## src/rtl/seq_shift_add_mult_if.sv

```systemverilog
// Handshake and data bundle for seq_shift_add_mult: request side drives START/A/B,
// the multiplier returns P/READY/DONE.
interface seq_shift_add_mult_if #(
    parameter int WIDTH = 8
);
    logic                 START;
    logic [WIDTH-1:0]     A;
    logic [WIDTH-1:0]     B;
    logic [2*WIDTH-1:0]   P;
    logic                 READY;
    logic                 DONE;

    modport master (output START, A, B, input P, READY, DONE);
    modport slave  (input START, A, B, output P, READY, DONE);
endinterface

```

## src/rtl/seq_shift_add_mult.sv

```systemverilog
// Sequential shift-add multiplier: one add and one right shift per cycle, WIDTH cycles per product.
// Define SIGNED_MULT_EN to build the two's-complement variant; otherwise unsigned only.
module seq_shift_add_mult #(
    parameter int WIDTH = 8
) (
    input  logic                CK,
    input  logic                RN,
    seq_shift_add_mult_if.slave bus
);
    localparam int                 CNT_W = (WIDTH > 1) ? $clog2(WIDTH) : 1;
    localparam logic [CNT_W-1:0]   LAST  = CNT_W'(WIDTH - 1);
    localparam logic [0:0]         IDLE  = 1'b0;
    localparam logic [0:0]         RUN   = 1'b1;

    logic [0:0]              state;
    logic [CNT_W-1:0]        cnt;
    logic [WIDTH-1:0]        mcand;
    logic [WIDTH-1:0]        mplier;
    logic signed [WIDTH:0]   acc;
    logic [2*WIDTH-1:0]      p;
    logic                    done;

    logic                    last;
    logic signed [WIDTH:0]   addend;
    logic signed [WIDTH:0]   sum;
    logic signed [WIDTH:0]   acc_nx;
    logic [WIDTH-1:0]        mplier_nx;

    always_comb begin
        last   = (cnt == LAST);
        addend = '0;
`ifdef SIGNED_MULT_EN
        if (mplier[0]) addend = {mcand[WIDTH-1], mcand};
        // The multiplier MSB has negative weight, so its partial product is subtracted.
        sum    = last ? (acc - addend) : (acc + addend);
        acc_nx = {sum[WIDTH], sum[WIDTH:1]};
`else
        if (mplier[0]) addend = {1'b0, mcand};
        sum    = acc + addend;
        acc_nx = {1'b0, sum[WIDTH:1]};
`endif
        // Bit shifted out of the accumulator becomes the next product bit above the multiplier.
        mplier_nx = {sum[0], mplier[WIDTH-1:1]};
    end

    always_ff @(posedge CK or negedge RN) begin
        if (!RN) begin
            state  <= IDLE;
            cnt    <= '0;
            mcand  <= '0;
            mplier <= '0;
            acc    <= '0;
            p      <= '0;
            done   <= 1'b0;
        end else begin
            done <= 1'b0;
            case (state)
                IDLE: begin
                    if (bus.START) begin
                        mcand  <= bus.A;
                        mplier <= bus.B;
                        acc    <= '0;
                        cnt    <= '0;
                        state  <= RUN;
                    end
                end
                RUN: begin
                    acc    <= acc_nx;
                    mplier <= mplier_nx;
                    cnt    <= cnt + CNT_W'(1);
                    if (last) begin
                        p     <= {acc_nx[WIDTH-1:0], mplier_nx};
                        state <= IDLE;
                        done  <= 1'b1;
                    end
                end
                default: state <= IDLE;
            endcase
        end
    end

    assign bus.P     = p;
    assign bus.READY = (state == IDLE);
    assign bus.DONE  = done;
endmodule
```

## src/flat_wrapper.sv

```systemverilog
// flat-port wrapper written by rule: the top's interface ports become plain ports
module seq_shift_add_mult_flat 
#(
    parameter int WIDTH = 8
)
  (CK, RN, bus_START, bus_A, bus_B, bus_P, bus_READY, bus_DONE);
  seq_shift_add_mult_if #(.WIDTH(WIDTH)) bus_i ();
  input  logic CK;
  input  logic RN;
  input wire logic [$bits(bus_i.START)-1:0] bus_START;
  input wire logic [$bits(bus_i.A)-1:0] bus_A;
  input wire logic [$bits(bus_i.B)-1:0] bus_B;
  output wire logic [$bits(bus_i.P)-1:0] bus_P;
  output wire logic [$bits(bus_i.READY)-1:0] bus_READY;
  output wire logic [$bits(bus_i.DONE)-1:0] bus_DONE;
  assign bus_i.START = bus_START;
  assign bus_i.A = bus_A;
  assign bus_i.B = bus_B;
  assign bus_P = bus_i.P;
  assign bus_READY = bus_i.READY;
  assign bus_DONE = bus_i.DONE;
  seq_shift_add_mult #(.WIDTH(WIDTH)) u_core (.CK(CK), .RN(RN), .bus(bus_i));
endmodule
```

## config.mk

```make
export PLATFORM = sky130hd
export DESIGN_NAME = seq_shift_add_mult_flat
export DESIGN_NICKNAME = d
export VERILOG_FILES = /design/src/rtl/seq_shift_add_mult_if.sv /design/src/rtl/seq_shift_add_mult.sv /design/src/flat_wrapper.sv
export SDC_FILE = /design/constraint.sdc
export NUM_CORES = 1
export LEC_CHECK = 0
export BUFFER_PORTS_ARGS = -buffer_cell sky130_fd_sc_hd__buf_2
export CORE_MARGIN = 4
export CORE_UTILIZATION = 55
export CTS_CLUSTER_SIZE = 25
export DETAILED_ROUTE_END_ITERATION = 8
export PLACE_DENSITY = 0.8
export SKIP_CTS_REPAIR_TIMING = 1
export SLEW_MARGIN = 40
export SYNTH_ARGS = -nofsm -noshare
export SYNTH_HDL_FRONTEND = slang
export SYNTH_SLANG_ARGS = --single-unit
```

## constraint.sdc

```tcl
create_clock -name CK -period 4.6 [get_ports CK]
set_clock_uncertainty 0.1 [all_clocks]
set_input_delay 1.38 -clock CK [delete_from_list [all_inputs] [get_ports CK]]
set_output_delay 1.38 -clock CK [all_outputs]
set_load 0.01 [all_outputs]
```

**After elaboration in Yosys (flattened, before gate mapping)**

Cells that the tools add are included.

- Muxes and demuxes: 12
- Add/subtract/negate cells: 2
- Reductions and logical operators: 2
- Bitwise operators: 1
- Equality and inequality tests: 2

Operator list:

| operator | count |
|---|---|
| $pmux 9 s2 | 1 |
| $mux 8 | 2 |
| $pmux 8 s2 | 1 |
| $add 9x9->9 | 1 |
| $mux 9 | 1 |
| $pmux 3 s2 | 1 |
| $mux 1 | 4 |
| $reduce_and 2->1 | 2 |
| $add 3x1->3 const B | 1 |
| $eq 3x3->1 const B | 1 |
| $mux 3 | 1 |
| $ne 2x2->1 const B | 1 |
| $pmux 1 s2 | 1 |
| $not 1->1 | 1 |

- Input port bits: 19
- Flip-flop bits (word level): 46
- Word-level logic and storage cells: 26
- Output and inout bits: 18

**Logic depth before layout (Yosys ltp)**

- Depth in word-level cells: 3
- Depth in mapped cells: 8
- Gate-level depth less buffers: 7

**Worst setup path before layout**

OpenSTA, ideal clock, no wires.

- Path kind: input port to flip-flop
- From: input port bus_START
- To: register u_core.acc[7]
- Data arrival time: 2.081 ns
- Stages on the path: 4
- Setup slack: 2.337 ns
- Library setup time: 0.083 ns
- Required time: 4.417 ns
- Path buffers: 1
- Cells stage by stage: buf_2 nor2_1 a22oi_1 o21ai_0

- Cells in the longest elaborated chain, start to end: 1

RTL lines:

| what | line | source |
|---|---|---|
| start: declaration | flat_wrapper.sv:10 | `input wire logic [$bits(bus_i.START)-1:0] bus_START;` |
| $ne 2x2->1 (no source line) | -- |  |
| end signal: assignment | seq_shift_add_mult.sv:68 | `acc <= acc_nx;` |
| end: declaration | seq_shift_add_mult.sv:19 | `logic signed [WIDTH:0] acc;` |

Every way passes these cells.
A chain may end at the register's enable or synchronous reset.

**Final worst setup path**

- From: register u_core.state
- To: output port bus_READY

- Cells in the longest elaborated chain, start to end: 1

RTL lines:

| what | line | source |
|---|---|---|
| start: declaration | seq_shift_add_mult.sv:15 | `logic [0:0] state;` |
| start signal: assignment | seq_shift_add_mult.sv:48 | `state <= IDLE;` |
| start signal: assignment | seq_shift_add_mult.sv:64 | `state <= RUN;` |
| start signal: assignment | seq_shift_add_mult.sv:73 | `state <= IDLE;` |
| $not 1->1 (no source line) | -- |  |
| end: declaration | flat_wrapper.sv:14 | `output wire logic [$bits(bus_i.READY)-1:0] bus_READY;` |

Every way passes these cells.

==> results.toml <==
[sta]
finalCritPeriodShare = 0.627
final.setup.tns_ns = 0
setup_viol = 0
period_minus_slack_ns = 2.89
drv_slew = 0
grt_setup_unrepaired = "false"
fmax_mhz = 346
hold_viol = 0
slew_headroom = 0.475
tightest_slew_ns = 0.785

[synthesis]
synth-compound-area-share = 0.116
synth_nets = 217
synthSimpleGateAreaFrac = 0.110
syn_area_mm2 = 0.00216
avgSynthCellArea_um2 = 11.6
synth_top_family_by_area = "multiplexers"
ys_ff_latch = 45
ys_top_cells_by_area = "dfrtp_1 52%, mux2_2 9.9%, ha_1 5.8%, mux2i_1 4.2%, o21ai_0 3.9%"
ys_warn_count = 0
synth_cell_types = 39
synth-adder-area-share = 0.0671
synth_top_area_frac = 0.520
synth_top_area_cell = "dfrtp_1"
synth_mux_area_frac = 0.140
synth_xor_area_frac = 0.0162
syn_inst = 187
ys_seq_area_frac = 0.520

[min_path]
whs_path_depth = 2
hp-class = "reg2reg"
min_from = "u_core.bus.P[10]"
hold_path_end = "u_core.bus.P[10]"

[power_and_ir_drop]
switchingPower_w = 0.000610
power.leakage_nw = 1.20
ir_worst_vdd_mv = 0.468
internal-power_w = 0.00103
p_seq_frac = 0.439
p_comb_frac = 0.423
pwr_density_cell_mw_per_mm2 = 670
p_clk_frac = 0.138
switching_share = 0.373

[flow_run]
cap_violations = 0

[critical_path]
timing.rr.end = "u_core.bus.P[12]"
crit_path_max_incr_delay_ns = 0.70
r2r_start = "u_core.cnt[0]"
critical_path_required_ns = 3.12
r2r_slack_ns = 2.18
reg2reg_depth = 7
cp-start-kind = "flip-flop"
path_max_fanout = 32
crit_slowest_cell = "dfrtp_2"
cp_data_arrival_time_ns = 1.41
path_delay_family = "flip-flops"
crit_chain = "inv_1, buf_2"
critPathBufInv = 2
worst_setup_path_end_kind = "output pin"
crit_type = "reg2out"

[clock_network]
cts_root_buffer = "clkbuf_8"
clockBufferDepth = 2
cts_tree = "done"
clk_pin_slew_ns = 0.08
clock_latency_ns = 0.28
cts_buffers = 5
htree_levels = 2
cts_sinks = 45

[placed_design]
gp_congestion = 0.859
dp_hpwl_um = 2990
dpl-instance-area_mm2 = 0.00236
io_buffers = 36

[finish]
mostFrequentLayoutCells = "44 x dfrtp_1, 35 x buf_2, 20 x nand2_1"
drive_gt1_frac = 0.305
syn_to_final_growth_pct = 12.9
design_area_mm2 = 0.00244
fin_nets = 252
antenna_cells = 0
layout_commonest_cell = "dfrtp_1"

[global_route]
grt_pass1_vias = 1448
grt_overflow = 0
grt_usage = 0.167
grt_pass1_wl_um = 6730
antenna_found_initial = 0
grt_max_degree = 46

[detailed_routing]
firstDrtPassIters = 4
wl_met1_um = 1890
via_per_inst = 5.48
wire_per_inst_um = 14.5
first_iter_violations = 89
antenna_left = 0
wl_um = 3940
wl_met2_um = 1830
drc = 0
wl_met3_um = 171
vias = 1486
dr.max_layer_used = "met4"

[floorplanning]
core_area_mm2 = 0.00374
die_h_um = 70.7
initial_utilization = 0.578
die-area_mm2 = 0.00500
num_rows = 22
io_pins = 37
die_w_um = 70.7

[status]
outcome = "completed"
## state kept, by name, indices dropped and copies added, names as in the netlist
| register | cells |
|---|---|
| u_core.cnt | 3 |
| u_core.mplier | 8 |
| u_core.mcand | 8 |
| u_core.acc | 8 |
| u_core.bus.P | 16 |
| u_core.state | 1 |
| u_core.bus.DONE | 1 |
## worst reg2reg max path, stage by stage, from the launching register on
cell,delay [ns]
dfrtp_1,0.40
ha_1,0.22
ha_1,0.20
nand2_1,0.58
inv_1,0.27
and3_1,0.25
a211oi_1,0.18
nand3_1,0.10
## logic make-up (layout without fill, tap and decap cells)
group | count (synthesis) | in the layout
and+or+nand+nor | 47 | 47
DFF | 45 | 45
AOI/OAI and AO/OA | 39 | 39
muxes | 28 | 28
buffers and inverters | 13 | 49
adders and majority gates | 11 | 11
xor gates and xnor gates | 4 | 4
## how the worst max path moves through the flow
stage,startpoint,endpoint,slack [ns],depth (start not counted)
2_1_floorplan,bus_START,u_core.acc[7],2.34,4
3_3_place_gp,u_core.state,bus_READY,1.75,2
3_5_place_dp,u_core.state,bus_READY,1.68,2
4_1_cts,u_core.state,bus_READY,1.39,2
5_1_grt,u_core.state,bus_READY,1.61,2
6_report,u_core.state,bus_READY,1.71,2
## layout make-up
cell class	instances	area, um^2
tap	48	60.1
multi-input combinational	129	973
inverter	5	18.8
sequential	45	1130
fill	317	1300
clock buffer	6	72.6
clock inverter	2	10.0
timing repair buffer	36	183
## power groups by stage
stage	Sequential (W)	Combinational, W	Clock, W
floorplan	0.000712	0.000504	0
global placement	0.000716	0.000672	0
detailed placement	0.000726	0.000702	0
CTS	0.000721	0.000701	0.000231
global route	0.000749	0.000773	0.000254
finish	0.000720	0.000692	0.000225
## synth_stat cells, drive strengths merged
library cell,number
dfrtp,45
o32ai,1
a21oi,6
inv,5
o31a,1
o31ai,2
a22oi,1
nand3,6
nor3b,2
clkbuf,1
buf,7
or4,1
fa,1
a22o,5
a31oi,1
o21bai,2
nand4,1
nor2,4
nand2,20
and3,1
o211ai,1
nor4,1
a211oi,1
nand2b,1
ha,10
mux2i,9
nand3b,1
o21ai,17
or3,1
xnor2,2
mux2,19
xor2,2
and2,8
a21boi,1
## per-stage QoR
| step | total power, W | setup slack [ns] | hold WS [ns] | std cells | utilization |
|---|---|---|---|---|---|
| floorplan | 0.00122 | 2.34 | 0.354 | 187 | - |
| finish | 0.00164 | 1.71 | 0.377 | 271 | 0.653 |
| CTS | 0.00165 | 1.39 | 0.383 | 271 | 0.653 |
| detailed placement | 0.00143 | 1.68 | 0.366 | 263 | 0.631 |
| global route | 0.00178 | 1.61 | 0.425 | 271 | 0.653 |
| global placement | 0.00139 | 1.75 | 0.357 | 263 | 0.630 |
## layer usage
layer	GRT usage	vias to the layer above
li1	-	734
met1	0.235	716
met2	0.264	30
met3	0.0412	6
met4	0.0376	0
met5	0	-
Note: power is estimated with default switching activity, not from simulation.
